File: config.mk
export PLATFORM = sky130hd
export DESIGN_NAME = execute_mdu_flat
export DESIGN_NICKNAME = d
export VERILOG_FILES = /design/src/rtl/execute_mdu_if.sv /design/src/rtl/execute_mdu.sv /design/src/flat_wrapper.sv
export SDC_FILE = /design/constraint.sdc
export NUM_CORES = 2
export LEC_CHECK = 0
export ABC_AREA = 1
export ABC_CLOCK_PERIOD_IN_PS = 10900
export CAP_MARGIN = 30
export CORE_ASPECT_RATIO = 0.7
export CORE_UTILIZATION = 50
export DETAILED_ROUTE_END_ITERATION = 10
export PLACE_DENSITY = 0.76
export RECOVER_POWER = 50
export SLEW_MARGIN = 40
export SYNTH_ARGS = -nofsm -noshare
export SYNTH_HDL_FRONTEND = slang
export SYNTH_SLANG_ARGS = --single-unit
File: constraint.sdc
create_clock -name clk -period 10.9 [get_ports clk]
set_clock_uncertainty 0.15 [all_clocks]
set_input_delay 1.635 -clock clk [delete_from_list [all_inputs] [get_ports clk]]
set_output_delay 1.635 -clock clk [all_outputs]
set_load 0.005 [all_outputs]
File: src/rtl/execute_mdu_if.sv
// Issue-side and writeback-side signals of the multiply/divide execute unit.
// The slave modport is the unit itself; master is the issue FIFO / writeback side.
interface execute_mdu_if #(
    parameter int XLEN             = 32,
    parameter int ROB_ID_WIDTH     = 7,
    parameter int PHY_REG_ID_WIDTH = 6
);
    logic                        in_valid;
    logic                        in_ready;
    logic [2:0]                  in_op;
    logic [XLEN-1:0]             in_src1;
    logic [XLEN-1:0]             in_src2;
    logic [ROB_ID_WIDTH-1:0]     in_rob_id;
    logic [PHY_REG_ID_WIDTH-1:0] in_rd_phy;
    logic                        in_rd_enable;
    logic                        in_need_rename;

    logic                        out_valid;
    logic                        out_ready;
    logic [XLEN-1:0]             out_rd_value;
    logic [ROB_ID_WIDTH-1:0]     out_rob_id;
    logic [PHY_REG_ID_WIDTH-1:0] out_rd_phy;
    logic                        out_rd_enable;
    logic                        out_need_rename;

    logic                        fb_enable;
    logic [PHY_REG_ID_WIDTH-1:0] fb_phy_id;
    logic [XLEN-1:0]             fb_value;

    modport master (
        output in_valid, in_op, in_src1, in_src2, in_rob_id, in_rd_phy,
               in_rd_enable, in_need_rename, out_ready,
        input  in_ready, out_valid, out_rd_value, out_rob_id, out_rd_phy,
               out_rd_enable, out_need_rename, fb_enable, fb_phy_id, fb_value
    );

    modport slave (
        input  in_valid, in_op, in_src1, in_src2, in_rob_id, in_rd_phy,
               in_rd_enable, in_need_rename, out_ready,
        output in_ready, out_valid, out_rd_value, out_rob_id, out_rd_phy,
               out_rd_enable, out_need_rename, fb_enable, fb_phy_id, fb_value
    );
endinterface

File: src/rtl/execute_mdu.sv
// RV M-extension execute unit: counter-timed multiply, radix-2 restoring
// divide/remainder, writeback ready/valid handshake and abort on flush.
module execute_mdu #(
    parameter int XLEN             = 32,
    parameter int MUL_LATENCY      = 3,
    parameter int ROB_ID_WIDTH     = 7,
    parameter int PHY_REG_ID_WIDTH = 6
) (
    input  logic         clk,
    input  logic         rst,
    input  logic         flush,
    execute_mdu_if.slave bus
);
    localparam int CNT_W  = $clog2(XLEN);
    localparam int MCNT_W = (MUL_LATENCY > 2) ? $clog2(MUL_LATENCY) : 1;
    localparam logic [MCNT_W-1:0] MUL_LAST = (MUL_LATENCY > 1) ? MCNT_W'(MUL_LATENCY - 2) : '0;
    localparam logic [XLEN-1:0]   XMIN     = {1'b1, {(XLEN-1){1'b0}}};

    typedef enum logic [2:0] {S_IDLE, S_MUL, S_DIV, S_FIX, S_DONE} state_e;
    typedef enum logic [2:0] {
        OP_MUL, OP_MULH, OP_MULHSU, OP_MULHU, OP_DIV, OP_DIVU, OP_REM, OP_REMU
    } op_e;

    state_e state, state_next;
    op_e    op_in, op_q;

    logic              accept, load_done;
    logic [XLEN-1:0]   done_value;
    logic [XLEN-1:0]   mul_value, mul_res_q;
    logic [2*XLEN-1:0] mul_prod;
    logic              a_signed, b_signed;
    logic              in_is_div, in_signed_div, in_div_zero, in_div_ovf;
    logic [XLEN-1:0]   special_value, abs1, abs2;
    logic [XLEN-1:0]   quo_q, dvs_q, fix_value;
    logic [XLEN:0]     rem_q;
    logic [XLEN+1:0]   rem_shift, rem_diff;
    logic              sub_ok, neg_quo_q, neg_rem_q;
    logic [CNT_W-1:0]  div_cnt;
    logic [MCNT_W-1:0] mul_cnt;

    logic [XLEN-1:0]             out_rd_value;
    logic [ROB_ID_WIDTH-1:0]     out_rob_id;
    logic [PHY_REG_ID_WIDTH-1:0] out_rd_phy;
    logic                        out_rd_enable, out_need_rename, out_valid;

    // Handshake and decode of the op presented at the issue FIFO head.
    assign bus.in_ready  = (state == S_IDLE) && !flush && !rst;
    assign accept        = bus.in_valid && bus.in_ready;
    assign op_in         = op_e'(bus.in_op);
    assign in_is_div     = bus.in_op[2];
    assign in_signed_div = bus.in_op[2] && !bus.in_op[0];
    assign in_div_zero   = (bus.in_src2 == '0);
    assign in_div_ovf    = in_signed_div && (bus.in_src1 == XMIN) && (bus.in_src2 == '1);
    // op[1] selects remainder for the divide group.
    assign special_value = in_div_zero ? (bus.in_op[1] ? bus.in_src1 : '1)
                                       : (bus.in_op[1] ? '0 : XMIN);
    assign abs1 = (in_signed_div && bus.in_src1[XLEN-1]) ? -bus.in_src1 : bus.in_src1;
    assign abs2 = (in_signed_div && bus.in_src2[XLEN-1]) ? -bus.in_src2 : bus.in_src2;

    // Full-width product: sign-extend each operand to 2*XLEN and keep the low half of the wrap.
    assign a_signed  = (op_in == OP_MULH) || (op_in == OP_MULHSU);
    assign b_signed  = (op_in == OP_MULH);
    assign mul_prod  = {{XLEN{a_signed && bus.in_src1[XLEN-1]}}, bus.in_src1}
                     * {{XLEN{b_signed && bus.in_src2[XLEN-1]}}, bus.in_src2};
    assign mul_value = (op_in == OP_MUL) ? mul_prod[XLEN-1:0] : mul_prod[2*XLEN-1:XLEN];

    // One restoring step: shift in the next dividend bit, subtract if it does not borrow.
    assign rem_shift = {rem_q, quo_q[XLEN-1]};
    assign rem_diff  = rem_shift - {2'b00, dvs_q};
    assign sub_ok    = !rem_diff[XLEN+1];
    assign fix_value = op_q[1] ? (neg_rem_q ? -rem_q[XLEN-1:0] : rem_q[XLEN-1:0])
                               : (neg_quo_q ? -quo_q : quo_q);

    // State register.
    always_ff @(posedge clk) begin
        // NOTE: sequential state uses non-blocking assignment so every flop samples pre-edge values.
        if (rst) state <= S_IDLE;
        else     state <= state_next;
    end

    // Next-state logic and selection of the value that enters DONE.
    always_comb begin
        // NOTE: defaults first so no path leaves an output unassigned and infers a latch.
        state_next = state;
        load_done  = 1'b0;
        done_value = '0;
        unique case (state)
            S_IDLE: if (accept) begin
                if (!in_is_div) begin
                    if (MUL_LATENCY == 1) begin
                        state_next = S_DONE;
                        load_done  = 1'b1;
                        done_value = mul_value;
                    end else begin
                        state_next = S_MUL;
                    end
                end else if (in_div_zero || in_div_ovf) begin
                    state_next = S_DONE;
                    load_done  = 1'b1;
                    done_value = special_value;
                end else begin
                    state_next = S_DIV;
                end
            end
            S_MUL: if (mul_cnt == MUL_LAST) begin
                state_next = S_DONE;
                load_done  = 1'b1;
                done_value = mul_res_q;
            end
            S_DIV: if (div_cnt == CNT_W'(XLEN - 1)) state_next = S_FIX;
            S_FIX: begin
                state_next = S_DONE;
                load_done  = 1'b1;
                done_value = fix_value;
            end
            S_DONE: if (bus.out_ready) state_next = S_IDLE;
            default: state_next = S_IDLE;
        endcase
        if (flush) state_next = S_IDLE;
    end

    // Operand/tag capture, iteration counters, divide datapath and result register.
    always_ff @(posedge clk) begin
        if (rst) begin
            op_q            <= OP_MUL;
            mul_res_q       <= '0;
            quo_q           <= '0;
            rem_q           <= '0;
            dvs_q           <= '0;
            neg_quo_q       <= 1'b0;
            neg_rem_q       <= 1'b0;
            mul_cnt         <= '0;
            div_cnt         <= '0;
            out_rd_value    <= '0;
            out_rob_id      <= '0;
            out_rd_phy      <= '0;
            out_rd_enable   <= 1'b0;
            out_need_rename <= 1'b0;
        end else begin
            if (accept) begin
                op_q            <= op_in;
                mul_res_q       <= mul_value;
                quo_q           <= abs1;
                rem_q           <= '0;
                dvs_q           <= abs2;
                neg_quo_q       <= in_signed_div && (bus.in_src1[XLEN-1] ^ bus.in_src2[XLEN-1]);
                neg_rem_q       <= in_signed_div && bus.in_src1[XLEN-1];
                mul_cnt         <= '0;
                div_cnt         <= '0;
                out_rob_id      <= bus.in_rob_id;
                out_rd_phy      <= bus.in_rd_phy;
                out_rd_enable   <= bus.in_rd_enable;
                out_need_rename <= bus.in_need_rename;
            end
            if (state == S_MUL) mul_cnt <= mul_cnt + 1'b1;
            if (state == S_DIV) begin
                quo_q   <= {quo_q[XLEN-2:0], sub_ok};
                rem_q   <= sub_ok ? rem_diff[XLEN:0] : rem_shift[XLEN:0];
                div_cnt <= div_cnt + 1'b1;
            end
            if (load_done && !flush) out_rd_value <= done_value;
        end
    end

    assign out_valid           = (state == S_DONE);
    assign bus.out_valid       = out_valid;
    assign bus.out_rd_value    = out_rd_value;
    assign bus.out_rob_id      = out_rob_id;
    assign bus.out_rd_phy      = out_rd_phy;
    assign bus.out_rd_enable   = out_rd_enable;
    assign bus.out_need_rename = out_need_rename;
    assign bus.fb_enable       = out_valid && bus.out_ready && out_rd_enable
                               && out_need_rename && !flush;
    assign bus.fb_phy_id       = out_rd_phy;
    assign bus.fb_value        = out_rd_value;
endmodule

File: src/flat_wrapper.sv
// flat-port wrapper written by rule: the top's interface ports become plain ports
module execute_mdu_flat 
#(
    parameter int XLEN             = 32,
    parameter int MUL_LATENCY      = 3,
    parameter int ROB_ID_WIDTH     = 7,
    parameter int PHY_REG_ID_WIDTH = 6
)
  (clk, rst, flush, bus_in_valid, bus_in_op, bus_in_src1, bus_in_src2, bus_in_rob_id, bus_in_rd_phy, bus_in_rd_enable, bus_in_need_rename, bus_out_ready, bus_in_ready, bus_out_valid, bus_out_rd_value, bus_out_rob_id, bus_out_rd_phy, bus_out_rd_enable, bus_out_need_rename, bus_fb_enable, bus_fb_phy_id, bus_fb_value);
  execute_mdu_if #(.XLEN(XLEN), .ROB_ID_WIDTH(ROB_ID_WIDTH), .PHY_REG_ID_WIDTH(PHY_REG_ID_WIDTH)) bus_i ();
  input  logic clk;
  input  logic rst;
  input  logic flush;
  input wire logic [$bits(bus_i.in_valid)-1:0] bus_in_valid;
  input wire logic [$bits(bus_i.in_op)-1:0] bus_in_op;
  input wire logic [$bits(bus_i.in_src1)-1:0] bus_in_src1;
  input wire logic [$bits(bus_i.in_src2)-1:0] bus_in_src2;
  input wire logic [$bits(bus_i.in_rob_id)-1:0] bus_in_rob_id;
  input wire logic [$bits(bus_i.in_rd_phy)-1:0] bus_in_rd_phy;
  input wire logic [$bits(bus_i.in_rd_enable)-1:0] bus_in_rd_enable;
  input wire logic [$bits(bus_i.in_need_rename)-1:0] bus_in_need_rename;
  input wire logic [$bits(bus_i.out_ready)-1:0] bus_out_ready;
  output wire logic [$bits(bus_i.in_ready)-1:0] bus_in_ready;
  output wire logic [$bits(bus_i.out_valid)-1:0] bus_out_valid;
  output wire logic [$bits(bus_i.out_rd_value)-1:0] bus_out_rd_value;
  output wire logic [$bits(bus_i.out_rob_id)-1:0] bus_out_rob_id;
  output wire logic [$bits(bus_i.out_rd_phy)-1:0] bus_out_rd_phy;
  output wire logic [$bits(bus_i.out_rd_enable)-1:0] bus_out_rd_enable;
  output wire logic [$bits(bus_i.out_need_rename)-1:0] bus_out_need_rename;
  output wire logic [$bits(bus_i.fb_enable)-1:0] bus_fb_enable;
  output wire logic [$bits(bus_i.fb_phy_id)-1:0] bus_fb_phy_id;
  output wire logic [$bits(bus_i.fb_value)-1:0] bus_fb_value;
  assign bus_i.in_valid = bus_in_valid;
  assign bus_i.in_op = bus_in_op;
  assign bus_i.in_src1 = bus_in_src1;
  assign bus_i.in_src2 = bus_in_src2;
  assign bus_i.in_rob_id = bus_in_rob_id;
  assign bus_i.in_rd_phy = bus_in_rd_phy;
  assign bus_i.in_rd_enable = bus_in_rd_enable;
  assign bus_i.in_need_rename = bus_in_need_rename;
  assign bus_i.out_ready = bus_out_ready;
  assign bus_in_ready = bus_i.in_ready;
  assign bus_out_valid = bus_i.out_valid;
  assign bus_out_rd_value = bus_i.out_rd_value;
  assign bus_out_rob_id = bus_i.out_rob_id;
  assign bus_out_rd_phy = bus_i.out_rd_phy;
  assign bus_out_rd_enable = bus_i.out_rd_enable;
  assign bus_out_need_rename = bus_i.out_need_rename;
  assign bus_fb_enable = bus_i.fb_enable;
  assign bus_fb_phy_id = bus_i.fb_phy_id;
  assign bus_fb_value = bus_i.fb_value;
  execute_mdu #(.XLEN(XLEN), .MUL_LATENCY(MUL_LATENCY), .ROB_ID_WIDTH(ROB_ID_WIDTH), .PHY_REG_ID_WIDTH(PHY_REG_ID_WIDTH)) u_core (.clk(clk), .rst(rst), .flush(flush), .bus(bus_i));
endmodule
# After elaboration in Yosys (flattened, before gate mapping)

Index checks and enable logic that the tools add are counted.

Add/sub/neg operators: 7
Multiply operators: 1
Equal/unequal tests: 14
Muxes and demuxes: 35
Bitwise logic cells: 1
Reduce and logical (&&, ||, !) cells: 29

Operators with widths:

| cell                                                | count |
|---|---|
| two-way mux 32 bit                                  | 15 |
| negator 32 bit                                      | 4 |
| two-way mux 33 bit                                  | 3 |
| one-hot mux 32 bit (3 select lines)                 | 1 |
| equality test 32 bit, second input constant         | 2 |
| multiplier 33 x 33 -> 64 bit                        | 1 |
| subtractor 34 x 32 -> 34 bit                        | 1 |
| zero test 32 bit                                    | 1 |
| two-way mux 3 bit                                   | 6 |
| logical AND 1 bit                                   | 16 |
| one-hot mux 3 bit (5 select lines)                  | 1 |
| two-way mux 5 bit                                   | 2 |
| equality test 3 x 2 -> 1 bit, second input constant | 3 |
| equality test 3 x 1 -> 1 bit, second input constant | 2 |
| zero test 3 bit                                     | 2 |
| != test 2 x 1 -> 1 bit, second input constant       | 3 |
| adder 5 x 1 -> 5 bit, second input constant         | 1 |
| equality test 5 bit, second input constant          | 1 |
| zero test 1 bit                                     | 4 |
| two-way mux 1 bit                                   | 4 |
| two-way mux 2 bit                                   | 2 |
| AND reduction 4 bit                                 | 1 |
| nonzero test 2 bit                                  | 2 |
| equality test 3 bit, second input constant          | 1 |
| 7 further kinds                                     | 8 |

Register bits after elaboration: 190
Input port bits: 87
Output and inout port bits: 88
Word-level logic and storage cells: 102

# Logic depth before layout (Yosys ltp)

Depth in word-level cells: 10
Depth in mapped cells: 36
Depth with buffers taken out: 35

# Worst setup path before layout

Ideal clock, no wire load.

Path kind: input to register
Start point: input bus_in_op[2]
End point: register u_core.mul_res_q[23]
Library setup time: 0.119 ns
Arrival time: 8.996 ns
Data required time: 10.631 ns
Path slack: 1.634 ns
Stages: 33
Buffers on the path: 2
Cells stage by stage: buf_2 -> nor2_1 -> nand2_1 -> nand2_2 -> nand2_2 -> clkbuf_1 -> nor2_1 -> fa_1 -> inv_1 -> fa_1 -> inv_1 -> fa_1 -> inv_1 -> fa_1 -> inv_1 -> fa_1 -> fa_1 -> fa_1 -> inv_1 -> fa_1 -> inv_1 -> ha_1 -> nand2_1 -> nor2_1 -> inv_1 -> nor2_1 -> nand2_1 -> nor3_1 -> nand2_1 -> nand3_1 -> nand2_1 -> nand3_1 -> a21oi_1

Word-level cells in the longest chain between the ends: 5
Elaborated cells between the ends (all ways): 8
Classes of those cells: mul: 1; eq/ne: 2; mux: 1; reduce/logical: 4

Ends and longest elaborated chain:

| item                                                                                | RTL line                             | text |
|---|---|---|
| start, declared                                                                     | flat_wrapper.sv:15                   | `input wire logic [$bits(bus_i.in_op)-1:0] bus_in_op;` |
| equality test 3 x 1 -> 1 bit / equality test 3 x 2 -> 1 bit (equally long branches) | execute_mdu.sv:61, execute_mdu.sv:62 |  |
| logical OR 1 bit                                                                    | execute_mdu.sv:61                    | `assign a_signed = (op_in == OP_MULH) \|\| (op_in == OP_MULHSU);` |
| logical AND 1 bit                                                                   | execute_mdu.sv:63                    | `assign mul_prod = {{XLEN{a_signed && bus.in_src1[XLEN-1]}}, bus.in_src1}` |
| multiplier 33 x 33 -> 64 bit                                                        | execute_mdu.sv:64                    | `* {{XLEN{b_signed && bus.in_src2[XLEN-1]}}, bus.in_src2};` |
| two-way mux 32 bit *                                                                | execute_mdu.sv:65                    | `assign mul_value = (op_in == OP_MUL) ? mul_prod[XLEN-1:0] : mul_prod[2*XLEN-1:XLEN];` |
| end signal, assigned                                                                | execute_mdu.sv:142                   | `mul_res_q <= mul_value;` |
| end, declared                                                                       | execute_mdu.sv:29                    | `logic [XLEN-1:0] mul_value, mul_res_q;` |

Every way passes the cells marked *; elsewhere a longest branch is shown, timed or not.
A chain may end at the register's enable or synchronous reset.

# Final worst setup path

Start point: input bus_in_op[1]
End point: register u_core.mul_res_q[15]

The elaborated chain is that of the path after synthesis.

==> summary.md <==
The share of layout cells above drive strength 1 came out at 0.0360. The number of standard-cell rows in the floorplan is 101, and the average cell area after synthesis is 7.19 um2. Buffers inserted to repair hold after CTS numbered 0. The first global-routing pass estimated 305000 um of wire. The tools report the critical path capture point type as a flop.

DRC violation count after routing: 0. The max-slew violation total from the final report was 124. The xor and xnor area share after synthesis came out at 0.00874. The logs give 2 for the number of violations of the max-capacitance limit and 50349 for the total via count after detailed routing.

In this run, synthesis inferred 0 flip-flops with an integrated enable. The worst path in the final design needs a cycle of 9.98 ns, including I/O delays and setup. Summing all placed instances gives a cell area of 57500 um2. The synthesis-stage register bit count is 189.

The worst register-to-register path begins at u_core.state[0]. For the pin with the worst max-slew slack, the measured transition is 3.94 ns. The post-route clock period utilization was 0.916. When the netlist entered floorplanning its net count stood at 9130.

The cell area that synthesis handed to floorplanning was 55100 um2. The synthesized-area fraction occupied by ao, oa, aoi and oai cells is 0.0675, and the critical path arrival is 10.20 ns. The setup check on the worst reg-to-reg path leaves a slack of 3.33 ns.

The H-tree generated during clock tree synthesis spans 4 levels. In this run the horizontal extent of the chip is 399 um. From synthesis to final layout, the design area changed by 5.48%. The highest clock rate is 0.100 GHz, and the number of port buffers is 174. The tools report the number of filler cells placed in the layout as 10665.

Summed over all layers, the routed wires come to 199000 um. For this run, the leading register cell type out of synthesis is dfxtp_1. The sequential share of the synthesized area was 0.0686. The logs give 3780 um2 for the register area and 0 for the total overflow reported by the global router. The routability congestion estimate from global placement was 1.04; the peak fanout along the critical path was 9. In this run the most critical hold path is launched from u_core.div_cnt[3]. The final non-filler cell area is 58100 um2. The simple-gate share of the synthesized area came out at 0.224. The worst hold path class is flop to flop. The relative slew slack came out at -1.62.

Summed over all nets, the half-perimeter wirelength after detailed placement is 164000 um. Leaving out fill and tap cells, the most frequent cells in the layout are 1993 x nand2_1, 1897 x inv_1, 1126 x fa_1. The die covers 112000 um2.

Total count of hold-check failures in the final report: 0. The sink count of the clock tree came out at 189. The core region is 109000 um2.

TritonCTS built the clock tree. The first routing iteration left 5926 violations. After detailed routing, the number of vias per cell comes to 5.58. Counting every instance in the synthesized netlist gives 7664.

The run gives 0 as the count of instances resized after the clock tree is built. By area, the combinational part of the netlist is dominated by adder cells. The share of flip-flops with an asynchronous set or reset after synthesis came out at 0. The run finished, with violations left. First element of the critical path: bus_in_op[1].

The type of the worst setup path was primary input to flop. Delay of the slowest cell on the worst path: 0.68 ns. Number of antenna violations at the first check in global routing: 13. The routed wire length per instance is 22.1 um, and the total number of nets in the final design is 9027.

In this run, CTS created clock tree buffers numbering 17. Counting distinct cell types in the post-synthesis netlist gives 49. The number of primary I/O pins was 175; the residual antenna-violating net count after detailed routing was 0.

The largest net degree at the start of global routing was 91; the first-pass iteration count of the detailed router was 7. The cell seen most often among critical-path stages was fa_1. STA puts the critical path data required time at 11.12 ns. The final reports fail on max-capacitance violations, max-slew violations. The post-synthesis share of cell area spent on full adders, half adders and majority gates is 0.466, and the number of global-route vias before repair is 50377. Setup violations remaining at the end of the flow were counted as 0. The total number of yosys warnings was 0. The number of setup buffers added after CTS is 0, and the final total negative setup slack is 0 ns.

The nature of the critical path startpoint is a primary input. Setup repair after global routing left no endpoint under its margin. In the final layout, the multi-input gates occupy 42300 um2.

The multiplexer share of the synthesized area came out at 0. The tools report the initial core utilization as 0.507. Leaving out fill and tap cells, the most frequent cell in the layout is nand2_1. Highest-delay cell along the critical path: fa_1. The cell sitting at the root of the clock tree is a clkbuf_16.

The logs give 0.49 ns for the clock latency reported for the late side of the worst-skew pair and 0.363 for the global-route total usage across every layer. The maximum root-to-sink buffer count was 2. The floorplan step set the die height to 280 um. The clock transition time at the flip-flop clock pins of the worst setup and hold paths works out to 0.09 ns.
-- logic make-up after synthesis --
| kind of cell | count (synthesis) |
|---|---|
| AND/OR/NAND/NOR | 3026 |
| buffers and inverters | 2333 |
| adder cells (fa/ha/maj) | 1379 |
| AO/OA/AOI/OAI | 682 |
| flip-flops | 189 |
| XOR/XNOR | 55 |
-- cell type report --
type	instances	area share
diodes	5	0.000215
multi-input cells	5142	0.727
flip-flops and latches	189	0.0651
clock inverters	15	0.00349
well taps	1442	0.0310
repair buffers	289	0.0416
clock buffers	17	0.00732
inverters	1922	0.124
-- per-layer routing --
metal / up-vias / wire (um) / global-route usage
li1: 22182 / - / -
met1: 24938 / 83900 / 0.531
met2: 2868 / 85200 / 0.539
met3: 353 / 23400 / 0.0728
met4: 8 / 6510 / 0.108
met5: - / 55 / 0
-- critical path, delay by kind of cell --
family	cells	cell delay [ns]
compound gates	5	1.37
simple gates	7	1.24
buf+inv	9	1.41
fa+ha+maj	9	4.53
-- sequential cells by signal, summed over array words and instances (netlist names) --
signal,count
u_core.bus.fb_phy_id,6
u_core.bus.fb_value,32
u_core.bus.out_need_rename,1
u_core.bus.out_rd_enable,1
u_core.bus.out_rob_id,7
u_core.div_cnt,5
u_core.dvs_q,32
u_core.mul_cnt,2
u_core.mul_res_q,32
u_core.neg_quo_q,1
u_core.neg_rem_q,1
u_core.op_q,1
u_core.quo_q,32
u_core.rem_q,33
u_core.state,3
-- Yosys cell counts (3+ instances only) --
library cell / number / area [um2]
nand2_1: 1993 / 7480
inv_1: 1897 / 7120
fa_1: 1126 / 22500
nor2_1: 512 / 1920
nand3_1: 334 / 1670
a21oi_1: 286 / 1430
o21ai_0: 264 / 1320
ha_1: 253 / 3170
dfxtp_1: 189 / 3780
clkbuf_1: 177 / 664
buf_1: 118 / 443
buf_2: 61 / 305
nand4_1: 56 / 350
buf_4: 44 / 330
nor3_1: 44 / 220
xor2_1: 31 / 272
a31oi_1: 28 / 175
xnor2_1: 24 / 210
nand3b_1: 22 / 165
o2111ai_1: 22 / 193
o21bai_1: 21 / 158
inv_2: 19 / 71.3
buf_6: 11 / 124
o22ai_1: 11 / 68.8
o211ai_1: 10 / 75.1
or2_2: 10 / 62.6
nand2_2: 9 / 56.3
nor3_2: 9 / 90.1
nor4_1: 9 / 56.3
a21o_1: 8 / 60.1
nor2_2: 8 / 50.1
nor2_4: 7 / 78.8
o21a_1: 7 / 52.6
o221ai_1: 7 / 61.3
o31ai_1: 6 / 45.0
clkinv_1: 5 / 18.8
o21ai_1: 5 / 25.0
nand3_2: 4 / 40.0
a211oi_1: 3 / 22.5
-- worst paths after layout --
| path | endpoint | depth (start not counted) |
|---|---|---|
| max | u_core.mul_res_q[15] | 30 |
| min | u_core.div_cnt[3] | 1 |
| max reg2reg | u_core.bus.fb_value[3] | 11 |
| min reg2reg | u_core.div_cnt[3] | 1 |
-- metrics by stage --
step | hold slack, ns | util | worst slack (ns) | instances
after floorplan | 0.279 | - | 1.63 | 7664
after global placement | 0.296 | 0.528 | 0.632 | 8983
after detailed placement | 0.306 | 0.528 | 0.560 | 8983
after CTS | 0.321 | 0.534 | 1.03 | 9015
after global routing | 0.349 | 0.534 | 0.409 | 9021
final | 0.327 | 0.534 | 0.916 | 9021
Power is not shown: default switching activity piles up to over one toggle a cycle in this logic, so the estimate is an artifact.
